## config.mk

```make
export PLATFORM = sky130hd
export DESIGN_NAME = neureka_tcdm_scheduler_flat
export DESIGN_NICKNAME = d
export VERILOG_FILES = /design/src/rtl/neureka_tcdm_scheduler_if.sv /design/src/rtl/neureka_tcdm_scheduler.sv /design/src/flat_wrapper.sv
export SDC_FILE = /design/constraint.sdc
export NUM_CORES = 1
export LEC_CHECK = 0
export BUFFER_PORTS_ARGS = -buffer_cell sky130_fd_sc_hd__buf_2
export CAP_MARGIN = 10
export CORE_MARGIN = 5
export CORE_UTILIZATION = 25
export CTS_BUF_LIST = sky130_fd_sc_hd__clkbuf_4 sky130_fd_sc_hd__clkbuf_8
export DETAILED_ROUTE_END_ITERATION = 10
export PLACE_DENSITY = 0.49
export SETUP_SLACK_MARGIN = 0.02
export SLEW_MARGIN = 20
export SYNTH_ARGS = -nofsm -noshare
export SYNTH_HDL_FRONTEND = slang
export SYNTH_SLANG_ARGS = --single-unit
```

## constraint.sdc

```tcl
create_clock -name clk_i -period 11.5 [get_ports clk_i]
set_input_delay 1.725 -clock clk_i [delete_from_list [all_inputs] [get_ports clk_i]]
set_output_delay 1.725 -clock clk_i [all_outputs]
set_load 0.02 [all_outputs]
```

## src/rtl/neureka_tcdm_scheduler_if.sv

```systemverilog
// Handshake bundle between the NEUREKA streamer requesters, the scheduler and the TCDM channel.
// Signal names carry the scheduler's direction: _i are driven towards it, _o are driven by it.
// master = scheduler view; slave = requesters + TCDM port view.
//   req_valid_i/req_write_i/req_last_i/req_ready_o : per-requester beat handshake and attributes
//   sel_o/tcdm_req_o/tcdm_gnt_i                    : one-hot owner select and TCDM request handshake
//   tcdm_r_valid_i/resp_valid_o                    : in-order read response and its routed strobe
interface neureka_tcdm_scheduler_if #(
   parameter int N_REQ = 5
);
   logic [N_REQ-1:0] req_valid_i;
   logic [N_REQ-1:0] req_write_i;
   logic [N_REQ-1:0] req_last_i;
   logic [N_REQ-1:0] req_ready_o;
   logic [N_REQ-1:0] sel_o;
   logic             tcdm_req_o;
   logic             tcdm_gnt_i;
   logic             tcdm_r_valid_i;
   logic [N_REQ-1:0] resp_valid_o;

   modport master (
      input  req_valid_i, req_write_i, req_last_i, tcdm_gnt_i, tcdm_r_valid_i,
      output req_ready_o, sel_o, tcdm_req_o, resp_valid_o
   );

   modport slave (
      output req_valid_i, req_write_i, req_last_i, tcdm_gnt_i, tcdm_r_valid_i,
      input  req_ready_o, sel_o, tcdm_req_o, resp_valid_o
   );
endinterface

```

## src/rtl/neureka_tcdm_scheduler.sv

```systemverilog
// Round-robin, burst-locking scheduler of the single NEUREKA TCDM master channel, with an
// in-order routing FIFO that steers each read response back to the requester that issued it.
// Latency: select/request combinational from inputs in IDLE, ready same cycle as grant, response
// strobe same cycle as tcdm_r_valid_i. Backpressure: a non-granted request is held frozen until
// grant; loads are withheld while OUTSTANDING reads are in flight (stores are never blocked).
// Ports: clk_i, rst_i (async, active high), clear_i (sync), enable_i, bus_if (master modport),
//        outstanding_o (in-flight reads), busy_o, err_o (sticky response-without-read flag).
module neureka_tcdm_scheduler #(
   parameter int N_REQ       = 5,
   parameter int OUTSTANDING = 4
) (
   input  logic                               clk_i,
   input  logic                               rst_i,
   input  logic                               clear_i,
   input  logic                               enable_i,
   neureka_tcdm_scheduler_if.master           bus_if,
   output logic [$clog2(OUTSTANDING+1)-1:0]   outstanding_o,
   output logic                               busy_o,
   output logic                               err_o
);
   localparam int IW = (N_REQ > 1) ? $clog2(N_REQ) : 1;
   localparam int PW = (OUTSTANDING > 1) ? $clog2(OUTSTANDING) : 1;
   localparam int CW = $clog2(OUTSTANDING + 1);

   typedef enum logic [1:0] {IDLE, HOLD, LOCK} state_e;

   state_e          state_q;
   logic [IW-1:0]   ptr_q;                    // round-robin start index
   logic [IW-1:0]   own_q;                    // held or locked requester
   logic [IW-1:0]   fifo_q [OUTSTANDING];     // requester index of each in-flight read
   logic [PW-1:0]   rd_q, wr_q;
   logic [CW-1:0]   cnt_q;
   logic            err_q;

   logic             can_push, win_vld, req, fire, push, pop;
   logic [N_REQ-1:0] elig, sel, resp;
   logic [IW-1:0]    win;
   int               j;

   always_comb begin
      // A pop in this cycle frees the slot a full FIFO needs for this cycle's load.
      can_push = (cnt_q < CW'(OUTSTANDING)) ||
                 (bus_if.tcdm_r_valid_i && (cnt_q == CW'(OUTSTANDING)));
      elig     = bus_if.req_valid_i & (bus_if.req_write_i | {N_REQ{can_push}});
      win      = '0;
      win_vld  = 1'b0;
      j        = 0;
      case (state_q)
         HOLD: begin
            // Frozen until grant, independent of enable_i and of the requester's valid.
            win     = own_q;
            win_vld = 1'b1;
         end
         LOCK: begin
            // Burst owner only; a full FIFO stalls the load without dropping the lock.
            win     = own_q;
            win_vld = enable_i & elig[own_q];
         end
         default: begin
            // Scan downwards so the eligible index closest to ptr_q is assigned last and wins.
            if (enable_i) begin
               for (int k = N_REQ - 1; k >= 0; k--) begin
                  j = int'(ptr_q) + k;
                  if (j >= N_REQ) j = j - N_REQ;
                  if (elig[j]) begin
                     win     = IW'(j);
                     win_vld = 1'b1;
                  end
               end
            end
         end
      endcase

      // Outputs are forced low while reset is asserted, without waiting for a clock edge.
      req  = win_vld & ~rst_i;
      fire = req & bus_if.tcdm_gnt_i;
      push = fire & ~bus_if.req_write_i[win];
      pop  = bus_if.tcdm_r_valid_i & (cnt_q != '0);

      sel = '0;
      if (req) sel[win] = 1'b1;
      resp = '0;
      if (pop && !rst_i) resp[fifo_q[rd_q]] = 1'b1;
   end

   assign bus_if.sel_o        = sel;
   assign bus_if.tcdm_req_o   = req;
   assign bus_if.req_ready_o  = sel & {N_REQ{fire}};
   assign bus_if.resp_valid_o = resp;
   assign outstanding_o       = cnt_q;
   assign busy_o              = req | (cnt_q != '0);
   assign err_o               = err_q;

   always_ff @(posedge clk_i or posedge rst_i) begin
      if (rst_i) begin
         state_q <= IDLE;
         ptr_q   <= '0;
         own_q   <= '0;
         rd_q    <= '0;
         wr_q    <= '0;
         cnt_q   <= '0;
         err_q   <= 1'b0;
         for (int i = 0; i < OUTSTANDING; i++) fifo_q[i] <= '0;
      end else if (clear_i) begin
         state_q <= IDLE;
         ptr_q   <= '0;
         own_q   <= '0;
         rd_q    <= '0;
         wr_q    <= '0;
         cnt_q   <= '0;
         err_q   <= 1'b0;
         for (int i = 0; i < OUTSTANDING; i++) fifo_q[i] <= '0;
      end else begin
         if (bus_if.tcdm_r_valid_i && (cnt_q == '0)) err_q <= 1'b1;

         if (push) begin
            fifo_q[wr_q] <= win;
            wr_q         <= wr_q + 1'b1;
         end
         if (pop) rd_q <= rd_q + 1'b1;
         case ({push, pop})
            2'b10:   cnt_q <= cnt_q + 1'b1;
            2'b01:   cnt_q <= cnt_q - 1'b1;
            default: cnt_q <= cnt_q;
         endcase

         if (fire) begin
            if (bus_if.req_last_i[win]) begin
               state_q <= IDLE;
               ptr_q   <= (win == IW'(N_REQ - 1)) ? '0 : win + 1'b1;
            end else begin
               state_q <= LOCK;
               own_q   <= win;
            end
         end else if (req) begin
            state_q <= HOLD;
            own_q   <= win;
         end
      end
   end
endmodule

```

## src/flat_wrapper.sv

```systemverilog
// flat-port wrapper written by rule: the top's interface ports become plain ports
module neureka_tcdm_scheduler_flat 
#(
   parameter int N_REQ       = 5,
   parameter int OUTSTANDING = 4
)
  (clk_i, rst_i, clear_i, enable_i, outstanding_o, busy_o, err_o, bus_if_req_valid_i, bus_if_req_write_i, bus_if_req_last_i, bus_if_tcdm_gnt_i, bus_if_tcdm_r_valid_i, bus_if_req_ready_o, bus_if_sel_o, bus_if_tcdm_req_o, bus_if_resp_valid_o);
  neureka_tcdm_scheduler_if #(.N_REQ(N_REQ)) bus_if_i ();
  input  logic clk_i;
  input  logic rst_i;
  input  logic clear_i;
  input  logic enable_i;
  output logic [$clog2(OUTSTANDING+1)-1:0] outstanding_o;
  output logic busy_o;
  output logic err_o;
  input wire logic [$bits(bus_if_i.req_valid_i)-1:0] bus_if_req_valid_i;
  input wire logic [$bits(bus_if_i.req_write_i)-1:0] bus_if_req_write_i;
  input wire logic [$bits(bus_if_i.req_last_i)-1:0] bus_if_req_last_i;
  input wire logic [$bits(bus_if_i.tcdm_gnt_i)-1:0] bus_if_tcdm_gnt_i;
  input wire logic [$bits(bus_if_i.tcdm_r_valid_i)-1:0] bus_if_tcdm_r_valid_i;
  output wire logic [$bits(bus_if_i.req_ready_o)-1:0] bus_if_req_ready_o;
  output wire logic [$bits(bus_if_i.sel_o)-1:0] bus_if_sel_o;
  output wire logic [$bits(bus_if_i.tcdm_req_o)-1:0] bus_if_tcdm_req_o;
  output wire logic [$bits(bus_if_i.resp_valid_o)-1:0] bus_if_resp_valid_o;
  assign bus_if_i.req_valid_i = bus_if_req_valid_i;
  assign bus_if_i.req_write_i = bus_if_req_write_i;
  assign bus_if_i.req_last_i = bus_if_req_last_i;
  assign bus_if_i.tcdm_gnt_i = bus_if_tcdm_gnt_i;
  assign bus_if_i.tcdm_r_valid_i = bus_if_tcdm_r_valid_i;
  assign bus_if_req_ready_o = bus_if_i.req_ready_o;
  assign bus_if_sel_o = bus_if_i.sel_o;
  assign bus_if_tcdm_req_o = bus_if_i.tcdm_req_o;
  assign bus_if_resp_valid_o = bus_if_i.resp_valid_o;
  neureka_tcdm_scheduler #(.N_REQ(N_REQ), .OUTSTANDING(OUTSTANDING)) u_core (.clk_i(clk_i), .rst_i(rst_i), .clear_i(clear_i), .enable_i(enable_i), .bus_if(bus_if_i), .outstanding_o(outstanding_o), .busy_o(busy_o), .err_o(err_o));
endmodule
```

# == After elaboration in Yosys (flattened, before gate mapping) ==
# Index checks and enable logic that the tools add are counted.
# W data, S select, Z words.
# classes
addsub,14
n_mul,0
n_div,0
magnitude_cmp,19
n_eq_ne,7
shift,0
n_mux,84
n_bitwise,13
reduce_logical,20
# ops
cell,n
$mux W32,15
$lt A32 B5 Y1 const B,5
$ge A32 B4 Y1 const B,4
$sub A32 B4 Y32 const B,4
$mux W3,19
$bmux W1 S3,8
$mux W12,2
$mux W1,23
$mux W2,8
$bwmux W12,1
$lt A3 B4 Y1 const B,3
$and A5 B5 Y5,2
$mux W5,2
$reduce_bool A2 Y1,5
$ge A3 B3 Y1 const B,3
$reduce_bool A3 Y1,3
$add A3 B2 Y4 const B,2
$add A3 B1 Y3 const B,2
$bmux W3 S2,1
$demux W1 S3,2
$demux W3 S2,1
$eq A3 B3 Y1 const B,2
$ge A3 B1 Y1 const B,2
$logic_and A1 B1 Y1,6
other kinds (22),32
# totals
reg_bits,28
latch_bits,0
ramBits,0
rom_bits,0
in_bits,21
output_inout_bits,21
wordCells,168
n_memories,0

# == Logic depth before layout (Yosys ltp) ==
# Gate-level depths: netlist (run 1).
# logic_depth
ltp_word,22
mapped_depth,22
ltp_nobuf,19

# == Worst setup path after synthesis (run 1) ==
# Ideal clock, no wire load.
# synth_path
path_type,input to output
from,input bus_if_tcdm_r_valid_i
to,output bus_if_req_ready_o[4]
arrival_time_ns,4.287
setup_slack_ns,5.488
path_stages,10
path_buffers,1
cell_sequence,nor3b_4 o21ai_1 nor2_1 a311o_1 o21ba_1 o211a_1 o32a_1 buf_2 or3_1 nor2_1
# synth_between
elab_chain_cells,20
elab_cells_between_ends,45
# synth_lines
item,line,text
"start, declared",flat_wrapper.sv:20,input wire logic [$bits(bus_if_i.tcdm_r_valid_i)-1:0] bus_if_tcdm_r_valid_i;
$logic_and A1 B1 Y1 *,neureka_tcdm_scheduler.sv:43,(bus_if.tcdm_r_valid_i && (cnt_q == CW'(OUTSTANDING)));
$logic_or A1 B1 Y1 *,neureka_tcdm_scheduler.sv:42,can_push = (cnt_q < CW'(OUTSTANDING)) ||
$or A5 B5 Y5 *,neureka_tcdm_scheduler.sv:44,elig = bus_if.req_valid_i & (bus_if.req_write_i | {N_REQ{can_push}});
$and A5 B5 Y5 *,neureka_tcdm_scheduler.sv:44,
$bmux W1 S3,neureka_tcdm_scheduler.sv:65,if (elig[j]) begin
$mux W1 (not written as such) (2 in a row),neureka_tcdm_scheduler.sv:65,
$mux W3 (5 in a row),neureka_tcdm_scheduler.sv:65,
$mux W3,neureka_tcdm_scheduler.sv:61,if (enable_i) begin
$mux W3,neureka_tcdm_scheduler.sv:48,case (state_q)
$lt A3 B4 Y1 (not written as such) or $ge A3 B1 Y1 (tied branches),neureka_tcdm_scheduler.sv:81,if (req) sel[win] = 1'b1;
$logic_and A1 B1 Y1 (not written as such),neureka_tcdm_scheduler.sv:81,
$mux W1 (not written as such),neureka_tcdm_scheduler.sv:81,
$demux W1 S3,-,
$mux W5,neureka_tcdm_scheduler.sv:81,
$and A5 B5 Y5 *,neureka_tcdm_scheduler.sv:88,assign bus_if.req_ready_o = sel & {N_REQ{fire}};
"end, declared",flat_wrapper.sv:21,output wire logic [$bits(bus_if_i.req_ready_o)-1:0] bus_if_req_ready_o;
# Mark *: on every way between the ends. The rest lies on a longest branch, timed or not. The select of a mux whose other input is x is not followed.

# == Final worst setup path (run 1) ==
# layout_path
from,input bus_if_tcdm_r_valid_i
to,output bus_if_sel_o[4]
# layout_between
elab_chain_cells,19
elab_cells_between_ends,43
# layout_lines
item,line,text
$logic_and A1 B1 Y1 *,neureka_tcdm_scheduler.sv:43,
$logic_or A1 B1 Y1 *,neureka_tcdm_scheduler.sv:42,
$or A5 B5 Y5 *,neureka_tcdm_scheduler.sv:44,
$and A5 B5 Y5 *,neureka_tcdm_scheduler.sv:44,
$bmux W1 S3,neureka_tcdm_scheduler.sv:65,
$mux W1 (not written as such) (2 in a row),neureka_tcdm_scheduler.sv:65,
$mux W3 (5 in a row),neureka_tcdm_scheduler.sv:65,
$mux W3,neureka_tcdm_scheduler.sv:61,
$mux W3,neureka_tcdm_scheduler.sv:48,
$lt A3 B4 Y1 (not written as such) or $ge A3 B1 Y1 (tied branches),neureka_tcdm_scheduler.sv:81,
$logic_and A1 B1 Y1 (not written as such),neureka_tcdm_scheduler.sv:81,
$mux W1 (not written as such),neureka_tcdm_scheduler.sv:81,
$demux W1 S3,-,
$mux W5 *,neureka_tcdm_scheduler.sv:81,
"end, declared",flat_wrapper.sv:22,output wire logic [$bits(bus_if_i.sel_o)-1:0] bus_if_sel_o;
# Marked as above.

==> impl_metrics.ini, run 1 <==
[timing]
fin_worst_skew_ns = 0.00366
relSlewSlack = 0.377
finalMaxSlewViolations = 0
fin_tns_setup_ns = 0
fmax_ghz = 0.155
rsz0062_at_grt = false
setup_viol = 0
hold_viol_final = 0
worst_pin_slew_ns = 0.934
fin_ws_ns = 5.03
period_minus_slack_ns = 6.47
post-route-period-util = 0.563

[synth]
synthesis.area_mm2 = 0.00299
synth_edf_count = 0
syn-instance-count = 344
ys_async_sr_fraction = 1.00
ys_ff_latch = 28
synth_ff_type = dfrtp_1
avgSynthCellArea_um2 = 8.68
yosys_warnings = 0
ys_types = 68
syn_nets = 384
synth_seq_area_share = 0.235

[global_route]
grt_use_total = 0.118
grt_pass1_wl_um = 14000
grt_max_degree = 38
antenna_found_initial = 0
grt_pass1_vias = 2703
overflow = 0

[critical_path]
setup.worst_path.end_class = output pin
worstPathRequired_ns = 9.78
critical_path_class = in2out
critPathArrivalTime_ns = 4.74
start_kind = primary input
cp_max_fo = 10

[detailed_routing]
via_count = 2617
dr.first_iter.drc_count = 169
drc = 0
drt_wl_total_um = 8500
drtPass1Iterations = 4
wl_per_cell_um = 16.2
via_per_inst = 4.99
ant_nets = 0

[placed_design]
placed_cells = 520
finalWeightedCongestion = 0.863
port_buffers = 41
dp_slack_ns = 5.04
hpwl_um = 6590

[cells_and_area]
syn_to_final_growth_pct = 13.1
drive_gt1_frac = 0.186
layout_common_cells = 41 x nor2_1, 41 x buf_2, 29 x nand2b_1
layout.cells.non_filler = 524
nNetsFinal = 418
antenna_cells = 0

[floorplan]
dieArea_mm2 = 0.0142
start_util = 0.252
die_h_um = 119
die_w_um = 119
core-area_mm2 = 0.0119
io_pins = 42
std_cell_rows = 40

[clock_network]
cts.sinks = 28
insertion_delay_ns = 0.27
ctsHoldBuffers = 0
path_clk_slew_ns = 0.10
cts_resized = 0
cts_root_buf = clkbuf_8
cts_tree = yes
numCtsBuffers = 3
post_cts_buffers = 0
clock_path_buffers = 2
cts_max_level = 1

[power]
power_frac_seq = 0.313
power_density_mw_per_mm2 = 119
ir_drop_mv = 0.0478
pwr-share-comb = 0.532
p_int_uw = 225
clkPwrFrac = 0.154
power_switching_uw = 178
p_leak_nw = 1.54
sw_frac_of_total = 0.441

[run]
cap_viol_max_count = 0

[hold_path]
hp-class = reg2reg

[run_status]
status = finished, final reports clean
==> power by group through the flow <==
stage	Clock, mW	Sequential [mW]	Combinational [mW]
floorplan	0	0.127	0.160
global placement	0	0.128	0.211
detailed placement	0	0.129	0.214
CTS	0.0651	0.127	0.215
global route	0.0691	0.129	0.237
finish	0.0622	0.126	0.215
==> Yosys cell counts (2+ instances only) <==
cell type  instances  area share
and2_1             6       0.013
o21bai_1           2      0.0050
a22oi_1            2      0.0050
o21a_1             2      0.0050
o211a_1            3       0.010
mux4_2             6       0.045
or2_2              2      0.0042
nor3b_1            2      0.0050
o21ai_2            2      0.0059
nor2_1            41       0.052
nand3_1            3      0.0050
and3b_1            3      0.0088
buf_2              3      0.0050
or3_1              5       0.010
a311oi_1           4       0.012
mux2i_1           23       0.077
clkbuf_1           9       0.011
and3_1             3      0.0063
or3b_1             2      0.0059
dfrtp_1           28        0.23
o21ai_1            3      0.0050
nor2b_1            6       0.013
nor3_1            13       0.022
o31ai_1            2      0.0050
a221o_1            2      0.0067
inv_1             19       0.024
a21o_1             4       0.010
nand4b_1           2      0.0059
o22ai_1            2      0.0042
mux2_2             6       0.023
a31oi_1            2      0.0042
nand3b_1           2      0.0050
xnor2_1            8       0.023
nand2_1           17       0.021
nand2b_1          29       0.061
a32o_1             2      0.0067
o21ai_0            9       0.015
ha_1              17       0.071
nor4_1             3      0.0063
o211ai_1           2      0.0050
a21oi_1           14       0.023
fa_1               2       0.013
a22o_1             2      0.0059
==> worst max-delay path, cell delays in order <==
cell     delay (ns)
buf_2          0.13
nor3b_4        0.18
o21ai_1        0.52
nor2_1         0.09
a311o_1        0.39
o21ba_1        0.23
o211a_1        0.24
o32a_1         0.50
or3_1          0.47
nor2_1         0.10
buf_2          0.17
==> kinds of logic (layout without fill, tap and decap cells) <==
group	Yosys count	count (layout)	synth area share
buffers and inverters	34	67	0.0478
adders and majority gates	19	19	0.0846
xor gates and xnor gates	10	10	0.0339
muxes	36	36	0.149
AOI/OAI and AO/OA	74	74	0.192
DFF	28	28	0.235
and+or+nand+nor	143	143	0.258
==> layer usage <==
metal / part of all wire / GRT usage / wire (µm) / up-vias
met3: 0.033 / 0.00950 / 278 / 2
li1: - / - / - / 1299
met5: 0 / 0 / 0 / -
met1: 0.44 / 0.152 / 3780 / 1275
met4: 0.0036 / 0.0150 / 31 / 0
met2: 0.52 / 0.221 / 4410 / 41
==> worst paths after layout <==
path | from | depth (start not counted) | endpoint | slack, ns
setup / recovery | bus_if_tcdm_r_valid_i | 11 | bus_if_sel_o[4] | 5.03
hold / removal | u_core.err_o | 2 | u_core.err_o | 0.51
setup reg to reg | u_core.ptr_q[0] | 17 | u_core.outstanding_o[1] | 5.51
hold reg to reg | u_core.err_o | 2 | u_core.err_o | 0.51
max in group asynchronous | rst_i | 3 | u_core.fifo_q[5] | 9.70
min in group asynchronous | rst_i | 3 | u_core.fifo_q[3] | 1.52
==> registers in the layout (all words and copies together) (netlist names) <==
signal / flops
u_core.fifo_q: 12
u_core.outstanding_o: 3
u_core.own_q: 3
u_core.ptr_q: 3
u_core.rd_q: 2
u_core.state_q: 2
u_core.wr_q: 2
u_core.err_o: 1
==> cell type report <==
type                       instances  area (µm²)
inverter                          20        75.1
tap                              147         184
multi-input combinational        282        2140
clock buffer                       4        55.1
sequential                        28         701
timing repair buffer              43         220
fill                            1263        8480
==> metrics by stage <==
step                      power, mW  hold WS [ns]   util  area (µm²)
after CTS                     0.407         0.520  0.285        3380
final                         0.403         0.514  0.285        3380
after global placement        0.339         0.482  0.280        3320
after global routing          0.435         0.543  0.285        3380
after detailed placement      0.343         0.496  0.280        3320
after floorplan               0.287         0.510      -        2990
Power figures use the tool's default switching activity.
==> inputs of run 2 (changes only) <==
- PLACE_DENSITY: 0.49 -> 0.51
- clock period: 11.5 -> 5.4 ns (I/O delays scaled with it)
==> run 2 against run 1 <==
Net effect:
- global-route usage shrank 0.15 points
- critical path depth grew 4
- critical path type is now reg2out
- highest routed layer unchanged
- worst setup slack lost 4.8 ns
- design area grew 1.6%
- non-clock buffer count grew 4
- sequential power grew 110%
- flip-flop and latch count is the same
- cell count grew 0.76%
- hold slack gained 0.0083 ns
- clock power grew to 2.7 times the previous value
- via count grew 3.0%
- sequential share of layout area shrank 0.33 points
==> impl_metrics.ini, run 2 (synthesis gave the netlist of run 1 again) <==
[floorplan]
std_cell_rows = 40
die_w_um = 119
core-area_mm2 = 0.0119
start_util = 0.252
dieArea_mm2 = 0.0142
io_pins = 42
die_h_um = 119

[critical_path]
critPathArrivalTime_ns = 4.35
crit_start = u_core.ptr_q[0]
setup.worst_path.end_class = output pin
worstPathCellList = inv_2, ha_1, inv_1, fa_1, a21oi_1, mux2i_1, nor2b_1, a22oi_1, and2_1, o211ai_1, a221o_1, buf_4, or3_1, nor2_1, buf_2
cpPeakStageDelay_ns = 0.42
critical_path_class = reg2out
reg2reg_from = u_core.ptr_q[0]
cp_max_fo = 11
start_kind = register
worstPathRequired_ns = 4.59
ff2ff_setup_slack_ns = 0.51
critPathSlowestCell = a221o_1

[cells_and_area]
largest_reg_flops = 12
syn_to_final_growth_pct = 14.9
layout_common_cells = 41 x nor2_1, 41 x buf_2, 29 x nand2b_1
nNetsFinal = 422
final_util = 0.289
largest_register = u_core.fifo_q
antenna_cells = 0
drive_gt1_frac = 0.202

[timing]
relSlewSlack = 0.515
hold_viol_final = 0
post-route-period-util = 0.956
fin_tns_setup_ns = 0
finalMaxSlewViolations = 0
worst_pin_slew_ns = 0.723
period_minus_slack_ns = 5.16
fmax_ghz = 0.194
rsz0062_at_grt = false
fin_worst_skew_ns = 0.00371
setup_viol = 0

[detailed_routing]
drtPass1Iterations = 5
ant_nets = 0
via_count = 2695
drt_wl_total_um = 8500
via_per_inst = 5.10
wl_per_cell_um = 16.1
dr.first_iter.drc_count = 192
drc = 0

[global_route]
gr-usage-met1 = 0.149
grt_use_total = 0.117
busiest_layer = met2
grt_pass1_wl_um = 13600
grt_pass1_vias = 2726
grt_max_degree = 38
overflow = 0
antenna_found_initial = 0
met3_usage = 0.00997
met2_usage = 0.209

[clock_network]
ctsHoldBuffers = 0
path_clk_slew_ns = 0.10
cts_tree = yes
insertion_delay_ns = 0.27
numCtsBuffers = 3
cts_max_level = 1
clock_path_buffers = 2
cts.sinks = 28
cts_root_buf = clkbuf_8

[placed_design]
port_buffers = 41
finalWeightedCongestion = 0.815
hpwl_um = 6600

[run]
cap_viol_max_count = 0

[hold_path]
hp-class = reg2reg
min-delay-start = u_core.err_o

[power]
p_leak_nw = 1.56
power_density_mw_per_mm2 = 263
ir_drop_mv = 0.151

[run_status]
status = finished, final reports clean
## run 2: changes by cell type in the layout (fill, tap and decap cells not counted)
| cell | before | now |
|---|---|---|
| a21oi_1 | 14 | 13 |
| bufinv_16 | 0 | 1 |
| buf_4 | 2 | 6 |
| mux2i_2 | 0 | 1 |
| inv_2 | 1 | 2 |
| mux2i_1 | 23 | 22 |
| clkbuf_8 | 4 | 3 |
| a21oi_2 | 1 | 2 |
| inv_1 | 19 | 18 |
## run 2: repair_timing
item,CTS,global route
setup endpoints to repair,0,5
resized for setup,0,3
buffers inserted,0,1
## run 2: path summary, 6_finish.rpt
path | to | cells past startpoint
worst min register to register | u_core.err_o | 2
worst max register to register | u_core.outstanding_o[1] | 20
max in group asynchronous | u_core.fifo_q[4] | 3
worst max-delay path | bus_if_req_ready_o[4] | 15
worst min-delay path | u_core.err_o | 2
min in group asynchronous | u_core.fifo_q[0] | 3
## run 2: metrics by stage
| stage | area [µm²] | total power, mW | std cells | setup WS (ns) | hold slack [ns] |
|---|---|---|---|---|---|
| CTS | 3420 | 0.910 | 527 | 0.193 | 0.533 |
| floorplan | 2990 | 0.612 | 344 | 0.817 | 0.510 |
| detailed placement | 3350 | 0.740 | 523 | 0.523 | 0.509 |
| global route | 3430 | 0.969 | 528 | 0.0316 | 0.567 |
| finish | 3430 | 0.904 | 528 | 0.237 | 0.522 |
| global placement | 3350 | 0.737 | 523 | 0.567 | 0.483 |
## run 2: area by class of cell
| type | count | area [µm²] |
|---|---|---|
| fill | 1246 | 8430 |
| multi-input combinational | 282 | 2150 |
| sequential | 28 | 701 |
| timing repair buffer | 47 | 250 |
| tap | 147 | 184 |
| inverter | 20 | 75.1 |
| clock buffer | 3 | 41.3 |
| clock inverter | 1 | 30.0 |
## run 2: worst max-delay path: cells and delay by family (launching register included)
family,cells,cell delay (ns)
compound gates,4,1.14
fa+ha+maj,2,0.60
buf+inv,4,0.65
flops,1,0.40
mux,1,0.41
simple gates,4,0.85
## run 2: layer usage
metal | up-vias | part of all wire
met3 | 10 | 0.044
met2 | 65 | 0.51
met4 | 0 | 0.013
met1 | 1306 | 0.44
met5 | - | 0
li1 | 1314 | -
## run 2: power breakdown
| group | internal (mW) | total (mW) | switching (mW) |
|---|---|---|---|
| logic | 0.191 | 0.473 | 0.281 |
| clock network | 0.0992 | 0.166 | 0.0663 |
| registers | 0.228 | 0.266 | 0.0372 |
| total | 0.519 | 0.904 | 0.385 |
==> inputs of run 3 (changes only) <==
- CORE_UTILIZATION: 25 -> 54
- PLACE_DENSITY: 0.51 -> 0.87
==> run 3 against run 2 <==
Net effect:
- design area decreased by 3.1%
- sequential power about the same
- clock skew fell by 0.00075 ns
==> impl_metrics.ini, run 3 (synthesis gave the netlist of run 1 again) <==
[run_status]
status = finished, final reports clean

[cells_and_area]
seqCellArea_um2 = 701
fin_area_mm2 = 0.00333
syn_to_final_growth_pct = 11.4
nNetsFinal = 421
largest_reg_flops = 12
layout_common_cells = 41 x nor2_1, 41 x buf_2, 29 x nand2b_1
multiInputGateArea_mm2 = 0.00215
drive_gt1_frac = 0.197
antenna_cells = 0
largest_register = u_core.fifo_q
nFillCells = 481

[global_route]
antenna_found_initial = 0
grt_use_total = 0.220
grt_pass1_vias = 2827
overflow = 0
grt_pass1_wl_um = 13100
grt_max_degree = 38

[clock_network]
insertion_delay_ns = 0.28
path_clk_slew_ns = 0.09
clock_path_buffers = 2
ctsHoldBuffers = 0
cts_root_buf = clkbuf_8
cts.sinks = 28
cts_tree = yes
numCtsBuffers = 3
cts_max_level = 1

[detailed_routing]
wl_per_cell_um = 17.3
ant_nets = 0
drtPass1Iterations = 5
drc = 0
via_count = 2818
via_per_inst = 6.23
drt_wl_total_um = 7830
dr.first_iter.drc_count = 220

[placed_design]
hpwl_um = 6020
finalWeightedCongestion = 0.943
place_area_mm2 = 0.00325
port_buffers = 41

[power]
power_density_mw_per_mm2 = 270
ir_drop_mv = 0.239
p_leak_nw = 1.56

[floorplan]
std_cell_rows = 27
die_w_um = 84.4
start_util = 0.549
core-area_mm2 = 0.00544
dieArea_mm2 = 0.00712
io_pins = 42
die_h_um = 84.4

[hold_path]
hp-class = reg2reg

[timing]
finalMaxSlewViolations = 0
fin_worst_skew_ns = 0.00296
fmax_ghz = 0.195
worst_pin_slew_ns = 0.675
post-route-period-util = 0.948
rsz0062_at_grt = false
hold_viol_final = 0
fin_tns_setup_ns = 0
relSlewSlack = 0.547
setup_viol = 0
period_minus_slack_ns = 5.12

[critical_path]
worstPathCellList = inv_2, ha_1, inv_1, fa_1, a21oi_1, mux2i_1, nor2b_1, a22oi_1, and2_1, o211ai_1, a221o_1, buf_4, or3_1, nor2_1, buf_2
start_kind = register
cp_max_fo = 10
setup.worst_path.end_class = output pin
cp_top_family = compound AO/OA/AOI/OAI gates
cpPeakStageDelay_ns = 0.49
critPathBufInv = 4
worstPathRequired_ns = 4.59
critPathSlowestCell = mux2i_1
critical_path_class = reg2out
critPathArrivalTime_ns = 4.31

[run]
cap_viol_max_count = 0
==> run 3: cell count changes in the layout (fill, tap and decap cells not counted) <==
cell | previous run | this run
a21oi_1 | 13 | 14
a21oi_2 | 2 | 1
buf_4 | 6 | 5
==> run 3: per-layer routing <==
metal,global-route usage,share of wire,up-vias
met5,0,0,-
met3,0.0236,0.060,23
met2,0.407,0.52,121
li1,-,-,1314
met1,0.266,0.40,1360
met4,0.0676,0.017,0
==> run 3: power breakdown <==
part / switching, mW / leakage (nW) / internal, mW
sequential: 0.0384 / 0.387 / 0.228
combinational: 0.273 / 1.14 / 0.191
clock: 0.0658 / 0.0357 / 0.0993
total: 0.378 / 1.56 / 0.519
==> run 3: final timing paths <==
check | slack [ns] | cells past startpoint | start | end
worst max register to register | 0.52 | 19 | u_core.ptr_q[0] | u_core.outstanding_o[1]
worst min-delay path | 0.51 | 2 | u_core.err_o | u_core.err_o
worst min register to register | 0.51 | 2 | u_core.err_o | u_core.err_o
min in group asynchronous | 0.60 | 3 | rst_i | u_core.rd_q[0]
worst max-delay path | 0.28 | 15 | u_core.ptr_q[0] | bus_if_req_ready_o[4]
max in group asynchronous | 4.52 | 3 | rst_i | u_core.outstanding_o[1]
==> run 3: final cells by class <==
cell class / instances / area share
Clock buffer: 3 / 0.0124
Clock inverter: 1 / 0.00903
Inverter: 20 / 0.0226
Multi-Input combinational cell: 282 / 0.645
Sequential cell: 28 / 0.211
Tap cell: 72 / 0.0271
Timing Repair Buffer: 46 / 0.0730
==> run 3: worst register-to-register path, stage by stage (launching register included) <==
cell and delay, ns:
dfrtp_1 0.40, inv_2 0.19, ha_1 0.20, inv_1 0.05, fa_1 0.40, a21oi_1 0.29, mux2i_1 0.50, nor2b_1 0.09
a22oi_1 0.31, and2_1 0.21, o211ai_1 0.09, a221o_1 0.46, mux2_2 0.34, a221oi_4 0.29, nor2_1 0.09, fa_1 0.44
nand2b_1 0.10, nor2_1 0.04, mux2i_1 0.15, o311ai_1 0.11
==> run 3: metrics by stage <==
stage	hold slack [ns]	power, mW	util	std cells	setup WS, ns
floorplan	0.510	0.612	-	344	0.817
global placement	0.477	0.712	0.598	448	0.638
detailed placement	0.491	0.726	0.598	448	0.560
CTS	0.512	0.894	0.611	452	0.287
global route	0.561	0.955	0.612	452	0.0743
finish	0.508	0.897	0.612	452	0.281
==> run 3: what timing repair did <==
| item | CTS | global route |
|---|---|---|
| resized for setup | 0 | 2 |
| endpoints found under the hold margin | 0 | 0 |
| setup endpoints to repair | 0 | 4 |
| buffers inserted | 0 | 0 |
